===== src/rtl/seq_run_detector_pkg.sv =====
// Shared encodings for the serial run detector: FSM states, mode codes
// and the keyed selector used to build next-state choices.
package seq_run_detector_pkg;

  typedef enum logic [1:0] {
    IDLE  = 2'b00,
    ZEROS = 2'b01,
    ONES  = 2'b10
  } state_e;

  typedef enum logic [1:0] {
    MODE_BOTH = 2'b00,
    MODE_ZERO = 2'b01,
    MODE_ONE  = 2'b10,
    MODE_OFF  = 2'b11
  } mode_e;

  // Keyed two-way state selector; an unmatched key falls back to IDLE.
  function automatic state_e key_mux_state(
    input logic   key,
    input logic   key0,
    input state_e val0,
    input logic   key1,
    input state_e val1
  );
    state_e sel;
    sel = IDLE;
    if (key == key0)      sel = val0;
    else if (key == key1) sel = val1;
    return sel;
  endfunction

endpackage


===== src/rtl/seq_run_detector_sat_counter.sv =====
// Saturating up-counter with synchronous clear. Clear and increment in the
// same cycle give a count of one (clear to zero, then count), which lets the
// run tracker restart a run on a polarity change with a single control pair.
module sat_counter #(
  parameter int              W       = 8,
  parameter logic [W-1:0]    SAT_MAX = {W{1'b1}}
) (
  input  logic         clk,
  input  logic         reset,
  input  logic         inc,
  input  logic         clr,
  output logic [W-1:0] count
);

  logic [W-1:0] base;
  logic [W-1:0] count_nxt;

  // Next value: optional clear, then increment unless already at the ceiling.
  always_comb begin
    base      = clr ? '0 : count;
    count_nxt = base;
    if (inc && (base != SAT_MAX)) count_nxt = base + W'(1);
  end

  // Count register.
  always_ff @(posedge clk or negedge reset) begin
    if (!reset) count <= '0;
    else        count <= count_nxt;
  end

endmodule


===== src/rtl/seq_run_detector.sv =====
// Serial run detector: tracks the length of the current run of equal bits
// and flags (one cycle later) every valid bit that takes the run to the
// programmed threshold. Counts detections in a saturating counter.
//
// state | meaning
// IDLE  | no valid bit seen since reset
// ZEROS | tracking a run of 0 bits
// ONES  | tracking a run of 1 bits
module seq_run_detector
  import seq_run_detector_pkg::*;
#(
  parameter int MAX_RUN = 8,
  parameter int CNT_W   = 8,
  parameter int LEN_W   = $clog2(MAX_RUN + 1)
) (
  input  logic             clk,
  input  logic             reset,
  input  logic             in_valid,
  input  logic             in,
  input  logic [LEN_W-1:0] run_len,
  input  logic [1:0]       mode,
  input  logic             overlap,
  input  logic             clr_cnt,
  output logic             out,
  output logic             out_pol,
  output logic [LEN_W-1:0] run_cnt,
  output logic [CNT_W-1:0] match_cnt
);

  localparam logic [LEN_W-1:0] MAX_L = LEN_W'(MAX_RUN);
  localparam logic [LEN_W-1:0] MIN_L = LEN_W'(2);

  state_e           state, state_nxt;
  logic             same;
  logic             pol_en;
  logic             hit;
  logic             restart;
  logic [LEN_W-1:0] thr;
  logic [LEN_W-1:0] run_upd;
  logic             run_inc, run_clr;
  logic             match_inc;

  // State register.
  always_ff @(posedge clk or negedge reset) begin
    if (!reset) state <= IDLE;
    else        state <= state_nxt;
  end

  // Next state, threshold, post-update run length and hit decision.
  always_comb begin
    state_nxt = state;
    if (in_valid) state_nxt = key_mux_state(in, 1'b0, ZEROS, 1'b1, ONES);

    thr = run_len;
    if (run_len < MIN_L)      thr = MIN_L;
    else if (run_len > MAX_L) thr = MAX_L;

    same = ((state == ZEROS) && !in) || ((state == ONES) && in);

    run_upd = LEN_W'(1);
    if (same) run_upd = (run_cnt == MAX_L) ? run_cnt : run_cnt + LEN_W'(1);

    pol_en = (mode == MODE_BOTH) ||
             ((mode == MODE_ZERO) && !in) ||
             ((mode == MODE_ONE)  &&  in);

    hit     = in_valid && pol_en && (run_upd >= thr);
    restart = hit && !overlap;

    // A polarity change restarts at one; a non-overlapping hit empties the run.
    run_clr   = in_valid && (!same || restart);
    run_inc   = in_valid && !restart;
    match_inc = hit && !clr_cnt;
  end

  // Registered detection flag; polarity holds the last detected run's bit.
  always_ff @(posedge clk or negedge reset) begin
    if (!reset) begin
      out     <= 1'b0;
      out_pol <= 1'b0;
    end else begin
      out <= hit;
      if (hit) out_pol <= in;
    end
  end

  sat_counter #(
    .W       (LEN_W),
    .SAT_MAX (MAX_L)
  ) u_run_cnt (
    .clk   (clk),
    .reset (reset),
    .inc   (run_inc),
    .clr   (run_clr),
    .count (run_cnt)
  );

  sat_counter #(
    .W (CNT_W)
  ) u_match_cnt (
    .clk   (clk),
    .reset (reset),
    .inc   (match_inc),
    .clr   (clr_cnt),
    .count (match_cnt)
  );

endmodule


===== config.mk =====
export PLATFORM = sky130hd
export DESIGN_NAME = seq_run_detector
export DESIGN_NICKNAME = d
export VERILOG_FILES = /design/src/rtl/seq_run_detector_pkg.sv /design/src/rtl/seq_run_detector_sat_counter.sv /design/src/rtl/seq_run_detector.sv
export SDC_FILE = /design/constraint.sdc
export NUM_CORES = 1
export LEC_CHECK = 0
export BUFFER_PORTS_ARGS = -buffer_cell sky130_fd_sc_hd__buf_2
export CAP_MARGIN = 40
export CORE_MARGIN = 8
export CORE_UTILIZATION = 44
export DETAILED_ROUTE_END_ITERATION = 10
export PLACE_DENSITY = 0.76
export SLEW_MARGIN = 5
export SYNTH_ARGS = -nofsm -noshare
export SYNTH_HDL_FRONTEND = slang
export SYNTH_SLANG_ARGS = --single-unit

===== constraint.sdc =====
create_clock -name clk -period 2.8 [get_ports clk]
set_input_delay 0.28 -clock clk [delete_from_list [all_inputs] [get_ports clk]]
set_output_delay 0.28 -clock clk [all_outputs]
set_load 0.05 [all_outputs]

# Word-level counts from Yosys, hierarchy flattened

Index checks and enable logic that the tools add are counted.

Output and inout port bits: 14
Bits of input ports: 12
Flip-flop bits (word level): 16

Equal/unequal tests: 7
Magnitude comparators: 3
Multiplexer cells: 9
Reductions and logical operators: 22
Add/sub/neg operators: 3

Operators by type and width:

| kind                                                                         | number |
|---|---|
| 4-bit 2-to-1 mux                                                             | 6 |
| 8-bit 2-to-1 mux                                                             | 2 |
| 1-bit logical AND                                                            | 12 |
| 4-bit by 1-bit adder with 4-bit output, second input constant                | 2 |
| 8-bit by 1-bit adder with 8-bit output, second input constant                | 1 |
| 8-bit inequality test, second input constant                                 | 1 |
| 1-bit logical NOT                                                            | 5 |
| 2-bit by 1-bit == test with 1-bit output, second input constant              | 2 |
| 2-bit == test, second input constant                                         | 2 |
| 4-bit == test, second input constant                                         | 1 |
| 4-bit >= comparator                                                          | 1 |
| 4-bit > comparator, second input constant                                    | 1 |
| 1-bit logical OR                                                             | 4 |
| 4-bit by 2-bit less-than comparator with 1-bit output, second input constant | 1 |
| 4-bit inequality test, second input constant                                 | 1 |
| 2-bit logical NOT                                                            | 1 |
| 2-bit 2-to-1 mux                                                             | 1 |

# Depth between registers and ports, before layout

Word-level depth: 13
Mapped depth: 17
Depth with buffers taken out: 16

# By module

A second synthesis with hierarchy kept.

Cell total of the unflattened synthesis: 111
Area total of the unflattened synthesis: 1059.8 µm²

By module, submodules not included:

| module                    | cells each | area each (µm²) | times used |
|---|---|---|---|
| sat_counter (u_match_cnt) | 41         | 409.1           | 1 |
| seq_run_detector          | 46         | 409.1           | 1 |
| sat_counter (u_run_cnt)   | 24         | 241.5           | 1 |

# Least setup slack after synthesis

OpenSTA, ideal clock, no wires.

Kind: register to register
Start point: register u_run_cnt.count[0]
End point: register u_run_cnt.count[1]
Setup slack: -0.535 ns
Arrival: 3.206 ns
Buffers on the path: 1
Stages on the path, launching flop included: 18
Path through: dfrtp_1 inv_1 ha_1 nand2_1 nand2_1 mux2_2 nor2_1 ha_1 o211ai_1 o21a_1 buf_2 or3_1 nand3_1 ha_1 nand3b_1 a21o_1 a31oi_1 a21oi_1

Longest elaborated chain between the ends: 12
Elaborated cells between the ends (all ways): 16

RTL lines:

| element                                                                         | RTL line                           | text |
|---|---|---|
| start: declaration                                                              | seq_run_detector_sat_counter.sv:12 | `output logic [W-1:0] count` |
| start signal: assignment                                                        | seq_run_detector_sat_counter.sv:28 | `else count <= count_nxt;` |
| branches (longest 11 deep; another with 4-bit by 1-bit adder with 4-bit output) | n/a                                |  |
| 4-bit 2-to-1 mux (*)                                                            | seq_run_detector_sat_counter.sv:22 | `if (inc && (base != SAT_MAX)) count_nxt = base + W'(1);` |
| net u_run_cnt.count_nxt[1]                                                      | seq_run_detector_sat_counter.sv:16 | `logic [W-1:0] count_nxt;` |

Mark *: on every way through the listed nets, which the timed path passes.
A chain may end at the register's enable or synchronous reset.

# Worst setup path in the final report

Start point: register state[1]
End point: register u_run_cnt.count[1]

Longest elaborated chain between the ends: 13
Elaborated cells between the ends (all ways): 19

RTL lines:

| element                                                                          | RTL line                           | text |
|---|---|---|
| start: declaration                                                               | seq_run_detector.sv:33             | `state_e state, state_nxt;` |
| start signal: assignment                                                         | seq_run_detector.sv:46             | `else state <= state_nxt;` |
| 2-bit by 1-bit == test with 1-bit output / 2-bit == test (equally long branches) | seq_run_detector.sv:58             | `same = ((state == ZEROS) && !in) \|\| ((state == ONES) && in);` |
| 1-bit logical AND                                                                | seq_run_detector.sv:58             |  |
| 1-bit logical OR (*)                                                             | seq_run_detector.sv:58             |  |
| branches (longest 9 deep; another with 4-bit >= comparator)                      | n/a                                |  |
| 4-bit 2-to-1 mux (*)                                                             | seq_run_detector_sat_counter.sv:22 |  |
| net u_run_cnt.count_nxt[1]                                                       | seq_run_detector_sat_counter.sv:16 |  |

Marked as above.

==> impl_metrics.json <==
{
  "chipHeight_um": 68.55,
  "detailed_place_hpwl_mm": 2.494,
  "pwr-share-comb_pct": 49.3,
  "critPathMaxFanout": 5,
  "crit_required_ps": 2970,
  "diodes": 0,
  "fmax_mhz": 329.0,
  "post-route-cell-area_sq_um": 1685,
  "drv_slew": 0,
  "dr.first_iter.drc_count": 80,
  "post-route-period-util_pct": 108.5,
  "ys_types": 47,
  "tns_ps": -563.7,
  "gr-usage-all-layers_pct": 15.92,
  "dpl_cell_area_sq_um": 1465,
  "synth_top_area_share_pct": 32.96,
  "ys.flop_type": "dfrtp_1",
  "root_buffer": "clkbuf_4",
  "setup_viol": 3,
  "yosysSeqAreaShare_pct": 32.96,
  "startpoint": "state[1]$_DFFE_PN0P_",
  "synthToLayoutAreaGrowth_pct": 38.72,
  "routabilityCongestion": 0.9663,
  "hp-start": "clr_cnt",
  "utilization_pct": 62.74,
  "power_frac_seq_pct": 32.4,
  "path_class": "register to register",
  "min_period_ps": 3039,
  "drtAntennaViolNets": 0,
  "synth_top_area_cell": "dfrtp_1",
  "ff2ff_path_depth": 13,
  "clk_latency_ps": 290,
  "yosysWarnings": 0,
  "antenna_found_initial": 0,
  "synthTopCellsByArea": "dfrtp_1 (33%), ha_1 (9.3%), a21oi_1 (5.4%)",
  "worst_setup_path_end_kind": "register",
  "cpLargestDelayFamily": "simple AND/OR/NAND/NOR gates",
  "clk_pin_slew_ps": 100,
  "hold_class": "primary input to register",
  "syn-num-nets": 152,
  "die_width_um": 68.55,
  "timing.rr.start": "state[1]$_DFFE_PN0P_",
  "cts_tree": "built",
  "crit_chain": "or3b_4, and2_4, nor2_1, ha_1, o211ai_1, o21a_1, or3_4, nand3_4, ha_4, nand3b_1, a21o_1, a31oi_1, a21oi_1",
  "p_leak_nw": 0.7548,
  "power_switching_w": 0.0003552,
  "pin_count": 26,
  "fin_worst_skew_ps": 5.486,
  "grt_pass1_vias": 1283,
  "rsz0062_at_grt": "true",
  "coreArea_sq_um": 2686,
  "io_buffers": 25,
  "status": "finished, violations left",
  "num_vias": 1215,
  "clkPwrFrac_pct": 18.3,
  "vdd_drop_max_mv": 0.3646,
  "clock_path_buffers": 2,
  "hold-path-cell-count": 2,
  "tightest_slew_ps": 389.0,
  "drc_errors": 0,
  "placed_cells": 194,
  "finalPower_w": 0.0008633,
  "synth_seq_cells": 16,
  "slowest_stage": "dfrtp_1",
  "maxCapViolCount": 0,
  "powerDensity_nw_per_um2": 512.3,
  "first_pass_iters": 4,
  "synth_edf_count": 0,
  "layout-drive-gt1-share_pct": 46.29,
  "critPathBufInv": 0,
  "critPathLaunchType": "register",
  "grt_pass1_wl_mm": 5.727,
  "max_stage_delay_ps": 420,
  "crit_arrival_ps": 3210,
  "hold_viol_final": 0,
  "wl_per_cell_um": 17.41,
  "cts_buffers": 3,
  "routed_wl_mm": 3.586,
  "clock_sinks": 16,
  "violations": "negative setup slack",
  "relSlewSlack_pct": 73.99,
  "grt_start_max_net_pins": 20,
  "initial_utilization_pct": 45.23,
  "internal-power_w": 0.0005082,
  "swShare_pct": 41.14,
  "async_reset_ff_share_pct": 100.0,
  "synth_area_sq_um": 1215,
  "htree_num_levels": 1,
  "rows": 19,
  "fin_nets": 197,
  "synth.avg_cell_area_sq_um": 9.274,
  "overflow": 0,
  "synthCells": 131,
  "fin_ws_ps": -239.3,
  "die_area_sq_um": 4698,
  "crit_cells": 13,
  "viasPerCell": 5.898,
  "instances_no_fill": 206
}
==> kinds of logic (layout without fill, tap and decap cells) <==
group,Yosys count,after routing,share of synthesized area (%)
AOI/OAI and AO/OA,37,37,20.70
xor gates and xnor gates,2,2,1.442
adders and majority gates,9,9,9.269
buffers and inverters,15,59,5.458
DFF,16,16,32.96
muxes,7,7,7.620
and+or+nand+nor,45,45,22.55
==> cells in the mapped netlist (3+ instances only) <==
master / instances
o31ai_1: 3
nor2b_1: 4
inv_1: 10
nand2_1: 7
a21oi_1: 13
nor2_1: 6
dfrtp_1: 16
nand3_1: 6
o21ai_0: 5
mux2_2: 4
ha_1: 9
o211ai_1: 3
or3_1: 3
==> metrics by stage <==
stage          hold slack, ps  worst slack [ps]
2_1_floorplan          -15.59            -274.7
3_3_place_gp            210.5            -194.9
3_5_place_dp            219.3            -375.7
4_1_cts                 271.9            -97.53
5_1_grt                 284.3            -345.4
6_report                287.7            -239.3
==> power by group through the flow <==
stage	sequential [W]	clock, W	combinational, W
global placement	0.000279	0	0.000327
global route	0.000283	0.000176	0.000459
floorplan	0.000362	0	0.000149
detailed placement	0.000281	0	0.000340
finish	0.000279	0.000158	0.000426
CTS	0.000277	0.000166	0.000383
==> registers in the layout, indices dropped and copies added (netlist names) <==
name and count:
out_pol 1, state 2, u_match_cnt.count 8, out 1, u_run_cnt.count 4
==> layout make-up <==
| cell class | count | area [sq um] |
|---|---|---|
| fillers | 228 | 1001 |
| multi-input cells | 100 | 888.4 |
| flip-flops and latches | 16 | 402.9 |
| repair buffers | 45 | 281.5 |
| well taps | 31 | 38.79 |
| inverters | 10 | 37.54 |
| clock buffers | 4 | 36.28 |
==> worst register-to-register path, cell delays in order (launching register included) <==
cell and delay, ps:
dfrtp_1 420, or3b_4 380, and2_4 180, nor2_1 120, ha_1 170, o211ai_1 120, o21a_1 200, or3_4 420
nand3_4 110, ha_4 150, nand3b_1 150, a21o_1 230, a31oi_1 180, a21oi_1 80
==> cell usage in the layout (no fill, tap or decap), types with 5 or more instances in the layout <==
| cell type | n |
|---|---|
| inv_1 | 8 |
| nand2_1 | 5 |
| nor2_1 | 5 |
| buf_4 | 18 |
| buf_2 | 25 |
| a21oi_1 | 12 |
| dfrtp_1 | 14 |
==> layer usage <==
layer  GRT usage (%)  routed length, um
met3           3.393                213
met2           28.34               1903
met1           17.62               1434
met4           7.417                 36
met5               0                  0
==> worst paths after layout <==
kind                                                   to  slack, ps
setup reg to reg             u_run_cnt.count[1]$_DFF_PN0_       -240
min in group asynchronous  u_match_cnt.count[5]$_DFF_PN0_        440
setup / recovery             u_run_cnt.count[1]$_DFF_PN0_       -240
hold reg to reg                       out_pol$_DFFE_PN0N_        510
max in group asynchronous    u_run_cnt.count[0]$_DFF_PN0_       2060
hold / removal             u_match_cnt.count[3]$_DFF_PN0_        290
==> repair_timing <==
item	in CTS	in global routing
pin swaps	10	11
setup buffers	2	5
endpoints found under the hold margin	16	0
hold buffers	1	0
endpoints found under the setup margin	4	3
resized for setup	16	9
No activity file was read; power rests on OpenSTA's default activity.
